==> src/rtl/uart_tx_frame.sv <==
// Serial UART transmitter: start bit, LSB-first data, optional even/odd parity, stop bit.
// Sends one bit per CLK cycle and can start the next frame directly after a stop bit.
module uart_tx_frame #(
  parameter int unsigned DATA_WIDTH = 8
) (
  input  logic                  CLK,
  input  logic                  RST,
  input  logic [DATA_WIDTH-1:0] P_DATA,
  input  logic                  DATA_VALID,
  input  logic                  PAR_EN,
  input  logic                  PAR_TYP,
  output logic                  TX_OUT,
  output logic                  Busy
);

  localparam int unsigned CW = (DATA_WIDTH > 1) ? $clog2(DATA_WIDTH) : 1;

  typedef enum logic [2:0] {
    S_IDLE,
    S_START,
    S_DATA,
    S_PARITY,
    S_STOP
  } state_t;

  state_t                state, state_nxt;
  logic [CW-1:0]         bit_cnt, cnt_nxt;
  logic [DATA_WIDTH-1:0] data_reg, data_nxt;
  logic                  par_en_reg, par_en_nxt;
  logic                  par_typ_reg, par_typ_nxt;
  logic                  accept;
  logic                  tx_nxt, busy_nxt;

  assign accept = DATA_VALID && ((state == S_IDLE) || (state == S_STOP));

  always_comb begin
    state_nxt   = state;
    cnt_nxt     = bit_cnt;
    data_nxt    = data_reg;
    par_en_nxt  = par_en_reg;
    par_typ_nxt = par_typ_reg;
    if (accept) begin
      data_nxt    = P_DATA;
      par_en_nxt  = PAR_EN;
      par_typ_nxt = PAR_TYP;
    end
    case (state)
      S_IDLE:   if (accept) state_nxt = S_START;
      S_START: begin
        state_nxt = S_DATA;
        cnt_nxt   = '0;
      end
      S_DATA: begin
        cnt_nxt = bit_cnt + 1'b1;
        if (bit_cnt == CW'(DATA_WIDTH - 1))
          state_nxt = par_en_reg ? S_PARITY : S_STOP;
      end
      S_PARITY: state_nxt = S_STOP;
      S_STOP:   state_nxt = accept ? S_START : S_IDLE;
      default:  state_nxt = S_IDLE;
    endcase
  end

  // Outputs are decoded from the next state so they change on the same edge as the state.
  always_comb begin
    tx_nxt   = 1'b1;
    busy_nxt = 1'b1;
    case (state_nxt)
      S_IDLE:   busy_nxt = 1'b0;
      S_START:  tx_nxt   = 1'b0;
      S_DATA:   tx_nxt   = data_nxt[cnt_nxt];
      S_PARITY: tx_nxt   = (^data_nxt) ^ par_typ_nxt;
      S_STOP:   tx_nxt   = 1'b1;
      default: begin
        tx_nxt   = 1'b1;
        busy_nxt = 1'b0;
      end
    endcase
  end

  always_ff @(posedge CLK) begin
    if (RST) begin
      state       <= S_IDLE;
      bit_cnt     <= '0;
      data_reg    <= '0;
      par_en_reg  <= 1'b0;
      par_typ_reg <= 1'b0;
      TX_OUT      <= 1'b1;
      Busy        <= 1'b0;
    end else begin
      state       <= state_nxt;
      bit_cnt     <= cnt_nxt;
      data_reg    <= data_nxt;
      par_en_reg  <= par_en_nxt;
      par_typ_reg <= par_typ_nxt;
      TX_OUT      <= tx_nxt;
      Busy        <= busy_nxt;
    end
  end

endmodule

==> config.mk <==
export PLATFORM = sky130hd
export DESIGN_NAME = uart_tx_frame
export DESIGN_NICKNAME = d
export VERILOG_FILES = /design/src/rtl/uart_tx_frame.sv
export SDC_FILE = /design/constraint.sdc
export NUM_CORES = 1
export LEC_CHECK = 0
export CORE_MARGIN = 5
export CORE_UTILIZATION = 31
export CTS_BUF_LIST = sky130_fd_sc_hd__clkbuf_2
export CTS_CLUSTER_DIAMETER = 120
export DETAILED_ROUTE_END_ITERATION = 8
export PLACE_DENSITY = 0.54
export SLEW_MARGIN = 20
export SYNTH_ARGS = -nofsm -noshare
export SYNTH_HDL_FRONTEND = slang
export SYNTH_SLANG_ARGS = --single-unit
==> constraint.sdc <==
create_clock -name CLK -period 4.6 [get_ports CLK]
set_input_delay 0.69 -clock CLK [delete_from_list [all_inputs] [get_ports CLK]]
set_output_delay 0.69 -clock CLK [all_outputs]
set_load 0.03 [all_outputs]
**Word-level counts from Yosys, hierarchy flattened**

Cells that the tools add are included.

- $add $sub $neg: 1
- Magnitude comparators: 1
- Eq/ne operators: 9
- Muxes and demuxes: 12
- Bitwise gates (word level): 1
- Reductions and logical operators: 5

Operator list:

| operator | count |
|---|---|
| $pmux 3 s5 | 1 |
| $eq 3x2->1 const B | 4 |
| $eq 3x3->1 const B | 3 |
| $mux 3 | 3 |
| $mux 8 | 1 |
| $reduce_xor 8->1 | 1 |
| $eq 3x1->1 const B | 2 |
| $pmux 3 s2 | 1 |
| $lt 3x4->1 const B | 1 |
| $mux 1 | 4 |
| $reduce_or 4->1 | 1 |
| $add 3x1->3 const B | 1 |
| $bmux 1 s3 | 1 |
| $logic_not 3->1 | 1 |
| $pmux 1 s3 | 1 |
| $logic_and 1x1->1 | 1 |
| $logic_or 1x1->1 | 1 |
| $xor 1x1->1 | 1 |

- Flip-flop bits (word level): 18
- Bits of input ports: 13
- Output and inout port bits: 2
- Word-level logic and storage cells: 36

**Depth between registers and ports, before layout**

- Depth after elaboration: 8
- Gate-level depth with buffers: 7
- Mapped depth without buffers: 7

**Worst setup path before layout**

No wires, ideal clock.

- Path type: reg-to-reg
- From: register bit_cnt[1]
- To: register TX_OUT
- Setup time: 84 ps
- Data arrival time: 1935 ps
- Required time: 4516 ps
- Setup slack: 2581 ps
- Cell stages (with the launch flop): 8
- Path buffers: 0
- Period minus slack after synthesis: 2019 ps
- Cells stage by stage: dfxtp_1 > ha_1 > ha_1 > and4bb_2 > a211oi_4 > mux2_4 > o2bb2ai_2 > o31ai_2

- Word-level cells in the longest chain between the ends: 5
- Elaborated cells on any way between the ends: 11
- Classes of those cells: 1 x add/sub; 4 x eq/ne; 6 x mux

RTL lines:

| what | RTL line | RTL |
|---|---|---|
| start, declared | 27 | `logic [CW-1:0] bit_cnt, cnt_nxt;` |
| start signal, assigned | 92 | `bit_cnt <= cnt_nxt;` |
| $add 3x1->3 or $eq 3x3->1 (tied branches) | 54, 55 |  |
| $pmux 3 s2 or $mux 3 (tied branches) | 47, 55 |  |
| $bmux 1 s3 or $pmux 3 s5 (tied branches) | 71, 47 |  |
| $mux 1 (implied by the code) (tied with other cells) | 71 | `S_DATA: tx_nxt = data_nxt[cnt_nxt];` |
| $pmux 1 s3 * | 68 | `case (state_nxt)` |
| end signal, assigned | 96 | `TX_OUT <= tx_nxt;` |
| end, declared | 12 | `output logic TX_OUT,` |

Every way passes the cells marked *; elsewhere a longest branch is shown, timed or not. The select of a mux whose other input is x is not followed.
A chain may end at the register's enable or synchronous reset.

**Worst setup path in the final report**

- From: input port DATA_VALID
- To: register TX_OUT

- Word-level cells in the longest chain between the ends: 5
- Elaborated cells on any way between the ends: 14
- Classes of those cells: 3 x eq/ne; 8 x mux; 1 x bitwise; 2 x reduce/logical

RTL lines:

| what | RTL line | RTL |
|---|---|---|
| start, declared | 9 | `input logic DATA_VALID,` |
| $logic_and 1x1->1 * | 34 | `assign accept = DATA_VALID && ((state == S_IDLE) \|\| (state == S_STOP));` |
| $mux 1 (tied with other cells) | 59 | `S_STOP: state_nxt = accept ? S_START : S_IDLE;` |
| $pmux 3 s5 (tied with other cells) | 47 | `case (state)` |
| $eq 3x2->1 (tied with other cells) | 68 |  |
| $pmux 1 s3 * | 68 |  |

Marks and branches as above.

==> flow_metrics.py <==
metrics = {
    "synthesis": {
        "yosys.area.top_type_share_pct": 35.1,
        "syn_nets": 120,
        "yosys_register_bits": 18,
        "synth_cell_type_count": 38,
        "syn_avg_cell_area_um2": 9.77,
        "synth_cells": 105,
        "syn_area_um2": 1030,
        "yosys_warnings": 0,
        "synth_edf_count": 0,
        "synth_top_area_cell": "dfxtp_1",
        "ys.flop_type": "dfxtp_1",
        "yosys-top-cells-area": "dfxtp_1, mux2i_1, xnor2_1, nor2_1, buf_6",
        "async_flop_share_pct": 0,
        "yosysSeqAreaShare_pct": 35.1,
    },
    "critical_path": {
        "crit_fanout": 11,
        "crit_required_ns": 4.82,
        "end_kind": "flop",
        "crit_path_start_kind": "input port",
        "crit_type": "input port to flop",
        "arrival_ns": 2.62,
    },
    "clocking": {
        "cts_hold_buf": 0,
        "clock_latency_ns": 0.30,
        "post-cts-setup-buffers": 0,
        "clk_pin_slew_ns": 0.17,
        "clock-sinks": 18,
        "htree_num_levels": 1,
        "cts_buffers": 3,
        "cts_root_buf": "clkbuf_2",
        "clockBufferDepth": 2,
        "cts_resized": 0,
        "cts_tree": "done",
    },
    "drt": {
        "drc": 0,
        "vias": 762,
        "wl_met3_um": 51,
        "drt-wirelength-per-cell_um": 13.0,
        "met1_length_um": 1040,
        "firstDrtPassIters": 2,
        "vias_per_cell": 4.79,
        "drt_iter0_drc": 56,
        "top_layer_used": "met4",
        "ant_nets": 0,
        "totalWireLength_um": 2070,
        "wl_met2_um": 940,
    },
    "sta": {
        "worstMarginPinSlew_ns": 0.688,
        "setup_viol": 0,
        "clock-skew-final_ns": 0.00596,
        "finalHoldViolCount": 0,
        "rsz0062_at_grt": "false",
        "relSlewSlack_pct": 54.1,
        "final.setup.tns_ns": 0,
        "final_max_slew_viol_count": 0,
        "min_period_over_period_pct": 52.1,
        "period_needed_ns": 2.39,
        "fmax_ghz": 0.418,
    },
    "job": {
        "cap_violations": 0,
    },
    "pwr": {
        "p_per_area_nw_per_um2": 280,
        "p_sw_mw": 0.0989,
        "comb_power_share_pct": 26.4,
        "swShare_pct": 29.8,
        "pwr-share-clk_pct": 20.0,
        "total_power_mw": 0.332,
        "vdd_drop_max_uv": 153,
        "p_int_mw": 0.233,
        "p_seq_share_pct": 53.6,
        "p_leak_nw": 0.473,
    },
    "global_routing": {
        "grt_overflow": 0,
        "antenna_found_initial": 0,
        "grt_max_degree": 18,
        "grt_pass1_wl_um": 3480,
        "track_usage_pct": 10.2,
        "grt_pass1_vias": 781,
    },
    "cells_and_area": {
        "areaGrowthSynthToFinish_pct": 15.6,
        "regArea_um2": 360,
        "fin_nets": 132,
        "largest_register_ffs": 8,
        "multi_input_area_um2": 597,
        "fill_cells": 341,
        "drive_gt1_share_pct": 8.70,
        "n_antenna_cell": 0,
    },
    "floorplan": {
        "dieArea_um2": 4560,
        "core.rowCount": 20,
        "initial_utilization_pct": 33.1,
        "fp.dieH_um": 67.5,
        "dieWidth_um": 67.5,
        "io_pins": 15,
        "coreArea_um2": 3100,
    },
    "place": {
        "portBuffers": 14,
        "gp_congestion": 0.830,
        "hpwl_um": 1550,
    },
    "min_path": {
        "min_path_type": "flop to flop",
    },
    "run_status": {
        "run_status": "completed",
    },
}
[cells in the mapped netlist (all sizes together) (2+ instances only)]
| master | count |
|---|---|
| a211oi | 2 |
| o21ai | 2 |
| nor2 | 12 |
| buf | 4 |
| a22o | 2 |
| mux2i | 13 |
| clkbuf | 3 |
| nand2 | 6 |
| ha | 2 |
| dfxtp | 18 |
| xnor2 | 6 |
| nor3 | 2 |
| a2bb2oi | 2 |
| nand4b | 2 |
| a21oi | 4 |
| inv | 5 |
[path summary, 6_finish.rpt]
path         slack, ns           to         from  cells past startpoint
max reg2reg       2.28       TX_OUT   bit_cnt[0]                      7
max               2.21       TX_OUT   DATA_VALID                      6
min reg2reg       0.55  par_typ_reg  par_typ_reg                      2
min               0.55  par_typ_reg  par_typ_reg                      2
[kinds of logic after synthesis]
| family | share of synthesized area [%] |
|---|---|
| simple gates | 15.6 |
| mux | 14.1 |
| buf+inv | 6.71 |
| flops | 35.1 |
| compound gates | 18.7 |
| fa+ha+maj | 2.44 |
| xor+xnor | 7.32 |
[final cells by class]
type / count / share of cell area (%)
multi-input cells: 75 / 50.3
flip-flops and latches: 18 / 30.4
repair buffers: 14 / 11.8
well taps: 44 / 4.64
inverters: 5 / 1.58
clock buffers: 3 / 1.27
[worst max-delay path, stage by stage]
cell	delay (ns)
clkdlybuf4s50_1	0.48
nor3b_4	0.60
mux2i_1	0.20
mux2_4	0.31
o2bb2ai_2	0.12
o31ai_2	0.22
[stage by stage]
| stage | setup WS (ns) | cell area [um2] | hold WS (ns) | cells | util, % |
|---|---|---|---|---|---|
| after floorplan | 2.58 | 1030 | 0.482 | 105 | - |
| after global placement | 1.95 | 1170 | 0.505 | 156 | 37.7 |
| after detailed placement | 1.85 | 1170 | 0.515 | 156 | 37.7 |
| after CTS | 2.21 | 1190 | 0.550 | 159 | 38.2 |
| after global routing | 2.12 | 1190 | 0.561 | 159 | 38.2 |
| final | 2.21 | 1190 | 0.546 | 159 | 38.2 |
[cell usage in the layout (no fill, tap or decap), drive strengths merged, types with 2 or more instances in the layout]
cell type and count:
dfxtp 18, clkdlybuf4s50 14, mux2i 13, nor2 12
nand2 6, xnor2 6, inv 5, a21oi 4
clkbuf 3, nor3 2, o21ai 2, nand4b 2
a22o 2, a2bb2oi 2, ha 2, a211oi 2
[power groups by stage]
stage / clock [mW] / sequential [mW] / combinational, mW
6_report: 0.0664 / 0.178 / 0.0876
5_1_grt: 0.0766 / 0.180 / 0.0960
4_1_cts: 0.0693 / 0.178 / 0.0884
3_5_place_dp: 0 / 0.182 / 0.0885
3_3_place_gp: 0 / 0.181 / 0.0885
2_1_floorplan: 0 / 0.180 / 0.0685
[metal layers]
metal / up-vias / GRT usage (%)
li1: 395 / -
met3: 5 / 2.16
met2: 10 / 16.0
met1: 352 / 13.3
met4: 0 / 4.56
met5: - / 0
Note: power is estimated with default switching activity, not from simulation.
